### src/rtl/tone_bank_sweep.sv
// tone_bank_sweep: multi-channel square-wave tone generator.
// Each channel runs off, at a fixed half-period, or in a linear sweep between
// a programmed start and end half-period. Channels are programmed one per cycle
// through a valid/ready write port. All channels are merged into one mixed pin.
// Optional macro TONE_BANK_MIX_PWM_EN: mix_out becomes a first-order
// sigma-delta of the number of high tone bits instead of their XOR.
module tone_bank_sweep #(
  parameter int CHANNELS    = 4,
  parameter int CH_IDX_W    = 2,
  parameter int PERIOD_W    = 16,
  parameter int SWEEP_DIV_W = 9
) (
  input  logic                 clock,
  input  logic                 reset_n,
  input  logic                 wr_valid,
  output logic                 wr_ready,
  input  logic [CH_IDX_W-1:0]  wr_channel,
  input  logic [1:0]           wr_mode,
  input  logic [PERIOD_W-1:0]  wr_start,
  input  logic [PERIOD_W-1:0]  wr_end,
  output logic [CHANNELS-1:0]  tone_out,
  output logic                 mix_out
);

  typedef enum logic [1:0] {
    MODE_OFF   = 2'd0,
    MODE_FIXED = 2'd1,
    MODE_SWEEP = 2'd2,
    MODE_RSVD  = 2'd3
  } mode_t;

  // Handshake: a write transfers on a rising clock edge where wr_valid && wr_ready
  // are both high. wr_ready is low in reset, rises on the first edge after release
  // and then stays high, so at most one write is taken per cycle.
  logic                   accept;
  logic [SWEEP_DIV_W-1:0] prescaler;
  logic                   sweep_tick;
  logic [PERIOD_W-1:0]    start_clamped;
  logic [PERIOD_W-1:0]    end_clamped;

  assign accept     = wr_valid && wr_ready;
  assign sweep_tick = &prescaler;

  // A zero half-period would never toggle sensibly, so it is treated as 1.
  assign start_clamped = (wr_start == '0) ? PERIOD_W'(1) : wr_start;
  assign end_clamped   = (wr_end   == '0) ? PERIOD_W'(1) : wr_end;

  // Write port becomes ready one edge after reset release.
  always_ff @(posedge clock or negedge reset_n) begin
    if (!reset_n) wr_ready <= 1'b0;
    else          wr_ready <= 1'b1;
  end

  // Free-running prescaler; the sweep tick is the cycle it reads all ones.
  always_ff @(posedge clock or negedge reset_n) begin
    if (!reset_n) prescaler <= '0;
    else          prescaler <= prescaler + SWEEP_DIV_W'(1);
  end

  for (genvar i = 0; i < CHANNELS; i++) begin : g_ch
    localparam logic [CH_IDX_W-1:0] CH_ID = CH_IDX_W'(i);

    mode_t               mode;
    logic [PERIOD_W-1:0] start_hp;
    logic [PERIOD_W-1:0] end_hp;
    logic [PERIOD_W-1:0] half_period;
    logic [PERIOD_W-1:0] counter;
    logic [PERIOD_W-1:0] sweep_hp;
    logic                tone;
    logic                hit;
    logic                running;

    assign hit     = accept && (wr_channel == CH_ID);
    assign running = (mode == MODE_FIXED) || (mode == MODE_SWEEP);

    // Next half-period on a sweep tick: wrap at the end, otherwise step toward it.
    always_comb begin
      sweep_hp = half_period;
      if (half_period == end_hp)  sweep_hp = start_hp;
      else if (start_hp < end_hp) sweep_hp = half_period + PERIOD_W'(1);
      else if (start_hp > end_hp) sweep_hp = half_period - PERIOD_W'(1);
    end

    // Channel state: a write restarts the phase and wins over a same-cycle tick;
    // the >= compare toggles at once if a sweep shrinks the period below the count.
    always_ff @(posedge clock or negedge reset_n) begin
      if (!reset_n) begin
        mode        <= MODE_OFF;
        start_hp    <= '0;
        end_hp      <= '0;
        half_period <= '0;
        counter     <= '0;
        tone        <= 1'b0;
      end else if (hit) begin
        mode        <= mode_t'(wr_mode);
        start_hp    <= start_clamped;
        end_hp      <= end_clamped;
        half_period <= start_clamped;
        counter     <= '0;
        tone        <= 1'b0;
      end else if (running) begin
        if (counter >= half_period - PERIOD_W'(1)) begin
          tone    <= ~tone;
          counter <= '0;
        end else begin
          counter <= counter + PERIOD_W'(1);
        end
        if ((mode == MODE_SWEEP) && sweep_tick) half_period <= sweep_hp;
      end else begin
        counter <= '0;
        tone    <= 1'b0;
      end
    end

    assign tone_out[i] = tone;
  end

`ifdef TONE_BANK_MIX_PWM_EN
  localparam int ACC_W = CH_IDX_W + 1;
  localparam logic [ACC_W:0] CH_CNT = (ACC_W + 1)'(CHANNELS);

  logic [ACC_W-1:0] acc;
  logic [ACC_W-1:0] pop;
  logic [ACC_W:0]   sum;

  // Number of channels currently high.
  always_comb begin
    pop = '0;
    for (int i = 0; i < CHANNELS; i++) pop = pop + ACC_W'(tone_out[i]);
  end

  assign sum = {1'b0, acc} + {1'b0, pop};

  // First-order sigma-delta: emit a 1 each time the accumulated count crosses CHANNELS.
  always_ff @(posedge clock or negedge reset_n) begin
    if (!reset_n) begin
      acc     <= '0;
      mix_out <= 1'b0;
    end else if (sum >= CH_CNT) begin
      acc     <= ACC_W'(sum - CH_CNT);
      mix_out <= 1'b1;
    end else begin
      acc     <= sum[ACC_W-1:0];
      mix_out <= 1'b0;
    end
  end
`else
  // Mixed output is the registered XOR of all channel tones.
  always_ff @(posedge clock or negedge reset_n) begin
    if (!reset_n) mix_out <= 1'b0;
    else          mix_out <= ^tone_out;
  end
`endif

endmodule

### config.mk
export PLATFORM = sky130hd
export DESIGN_NAME = tone_bank_sweep
export DESIGN_NICKNAME = d
export VERILOG_FILES = /design/src/rtl/tone_bank_sweep.sv
export SDC_FILE = /design/constraint.sdc
export NUM_CORES = 1
export LEC_CHECK = 0
export BUFFER_PORTS_ARGS = -buffer_cell sky130_fd_sc_hd__buf_2
export CAP_MARGIN = 15
export CELL_PAD_IN_SITES_DETAIL_PLACEMENT = 2
export CELL_PAD_IN_SITES_GLOBAL_PLACEMENT = 2
export CORE_MARGIN = 2
export CORE_UTILIZATION = 43
export DETAILED_ROUTE_END_ITERATION = 6
export MAX_ROUTING_LAYER = met4
export PLACE_DENSITY = 0.89
export SYNTH_ARGS = -nofsm -noshare
export SYNTH_HDL_FRONTEND = slang
export SYNTH_SLANG_ARGS = --single-unit
### constraint.sdc
create_clock -name clock -period 6 [get_ports clock]
set_input_delay 0.9 -clock clock [delete_from_list [all_inputs] [get_ports clock]]
set_output_delay 0.9 -clock clock [all_outputs]
set_load 0.02 [all_outputs]
==> metrics.yaml <==
floorplanning:
  core_area_sq_um: 43100
  die_area_sq_um: 45300
  die_h_um: 213
  start_util: 0.436
  die_width_um: 213
  io_pins: 45
  num_rows: 76
clocking:
  numCtsBuffers: 35
  cts_sinks: 279
  hold_buffers: 0
  post-cts-setup-buffer-count: 0
  cts.clk_slew.worst_paths_ns: 0.06
  cts_resized: 0
  cts_tree: "built"
  clock_path_buffers: 3
  insertion_delay_ns: 0.57
  cts_root_buffer: "clkbuf_16"
  htree_levels: 2
status:
  outcome: "finished, final reports clean"
drt:
  via_per_inst: 6.24
  drc: 0
  drtIter0Drc: 1308
  ant_nets: 0
  via_count: 17100
  wire_per_inst_um: 26.9
  routed_wirelength_mm: 73.6
  drt_pass1_iterations: 5
grt:
  grt_pass1_wl_mm: 115
  antenna_found_initial: 1
  grt_overflow: 0
  track_usage: 0.341
  grt_pass1_vias: 19100
  grt_max_degree: 156
hold_path:
  hold_path.class: "in -> async"
synth:
  synthArstFlopShare: 1.00
  syn_area_sq_um: 18800
  synth_top_area_share: 0.372
  ys_seq_elements: 279
  synth_area_leaders: "dfrtp_1 (37%), ha_1 (9.7%), nand2_1 (6.9%), xor2_1 (6.1%), xnor2_1 (4.0%)"
  ys.flop_type: "dfrtp_1"
  syn_inst: 2159
  yosysWarnings: 0
  yosysTopAreaCell: "dfrtp_1"
  synth_nets: 2344
  synth_cell_types: 85
  postSynthAreaPerCell_sq_um: 8.69
  synth_common_cells: "nand2_1 (343), dfrtp_1 (279), nor2_1 (149)"
  ys_seq_area_frac: 0.372
  synth_most_common_cell: "nand2_1"
  synth-edff-count: 0
timing:
  tns_ns: 0
  skew_ns: 0.0149
  rsz0062_at_grt: "false"
  tightest_slew_ns: 1.15
  drv_slew: 0
  setup_ws_ns: 1.23
  slew_headroom: 0.223
  setup_violations: 0
  fin_crit_ns: 4.77
  fmax_ghz: 0.210
  min_period_over_period: 0.795
  hold_viol: 0
setup_path:
  critPathArrivalTime_ns: 5.21
  worstSetupStartpointType: "register"
  cp.required_ns: 6.44
  critical_path.max_fanout: 17
  path_class: "reg -> reg"
  end_kind: "register"
  r2r_cells: 14
power_and_ir_drop:
  p_per_area_nw_per_um2: 355
  ir_worst_vdd_mv: 0.250
  comb_power_share: 0.331
  sw_frac_of_total: 0.402
  power_frac_clock: 0.294
  pwr-share-seq: 0.375
  leakage_uw: 0.00967
  power_uw: 7260
  p_switching_uw: 2920
  p_int_uw: 4340
final_layout:
  antenna_cells: 0
  drive_gt1_frac: 0.0716
  design_area_sq_um: 20500
  areaGrowthSynthToFinish_pct: 8.97
  nNetsFinal: 2311
placed_design:
  place_ws_ns: 1.70
  dp_hpwl_mm: 49.5
  place_area_sq_um: 19400
  gp_congestion: 0.915
  io_buffers: 44
job:
  max_cap_violations: 0
-- sequential cells by signal (all words and copies together), names as in the netlist --
signal,count
g_ch.counter,64
g_ch.end_hp,64
g_ch.half_period,64
g_ch.mode,8
g_ch.start_hp,64
g_ch.tone,4
mix_out,1
prescaler,9
wr_ready,1
-- worst max-delay path, cell delays in order, from the launching register on --
cell      delay [ns]
dfrtp_1         0.47
inv_1           0.13
ha_1            0.21
nor3b_1         0.55
nor3b_1         0.73
nand2_1         0.19
nor2_1          0.30
xnor2_1         0.14
ha_1            0.32
nand4_1         0.17
nor3_1          0.28
nor4_1          0.09
o211ai_1        0.14
a41o_1          0.53
mux2_2          0.40
-- per-layer routing --
metal | wire (um) | global-route usage
met5 | 0 | -
met3 | 4740 | 0.0585
met1 | 29600 | 0.404
met4 | 3660 | 0.167
met2 | 35600 | 0.563
-- kinds of logic (layout without fill, tap and decap cells) --
group | count (synthesis) | in the layout | synth area share
compound gates | 382 | 382 | 0.139
xor+xnor | 216 | 216 | 0.101
fa+ha+maj | 146 | 146 | 0.0973
buf+inv | 255 | 246 | 0.0543
flops | 279 | 279 | 0.372
mux | 55 | 55 | 0.0299
other cells | 1 | 1 | 0.000200
simple gates | 825 | 825 | 0.207
-- cell type report --
type                       count  area, sq um
multi-input combinational   1625        10800
fill                        4572        22600
clock inverter                13          101
timing repair buffer          62          378
inverter                     123          462
sequential                   279         6980
tap                          585          732
clock buffer                  48          995
-- worst paths after layout --
check | from | to | slack [ns]
max | g_ch[2].half_period[0]$_DFFE_PN0P_ | g_ch[2].tone$_DFFE_PN0P_ | 1.23
max in group asynchronous | reset_n | g_ch[0].tone$_DFFE_PN0P_ | 4.39
min in group clock | prescaler[0]$_DFF_PN0_ | prescaler[0]$_DFF_PN0_ | 0.48
max reg2reg | g_ch[2].half_period[0]$_DFFE_PN0P_ | g_ch[2].tone$_DFFE_PN0P_ | 1.23
min | reset_n | g_ch[2].counter[2]$_DFF_PN0_ | 0.28
min reg2reg | prescaler[0]$_DFF_PN0_ | prescaler[0]$_DFF_PN0_ | 0.48
-- cells in the final DEF (no fill, tap or decap), types with 20 or more instances in the layout --
master,n
nand2_1,343
dfrtp_1,279
nor2_1,147
ha_1,146
xor2_1,130
inv_1,123
o21ai_0,109
xnor2_1,86
nand3_1,86
a21oi_1,55
mux2i_1,47
nand4_1,44
buf_2,43
a21o_1,39
nor3_1,37
nor4_1,35
clkbuf_16,35
and3_1,31
o211ai_1,21
or3_1,20
-- power by group through the flow --
stage | combinational, uW | sequential (uW) | clock [uW]
2_1_floorplan | 1780 | 2420 | 0
3_3_place_gp | 2080 | 2690 | 0
3_5_place_dp | 2270 | 2730 | 0
4_1_cts | 2380 | 2710 | 2170
5_1_grt | 2630 | 2770 | 2220
6_report | 2400 | 2730 | 2130
-- metrics by stage --
step | hold WS (ns) | instances | util
after detailed placement | 0.474 | 2674 | 0.449
after global routing | 0.336 | 2735 | 0.475
after global placement | 0.449 | 2674 | 0.449
after CTS | 0.310 | 2735 | 0.475
final | 0.283 | 2735 | 0.475
after floorplan | 0.435 | 2159 | -
No activity file was read; power rests on OpenSTA's default activity.
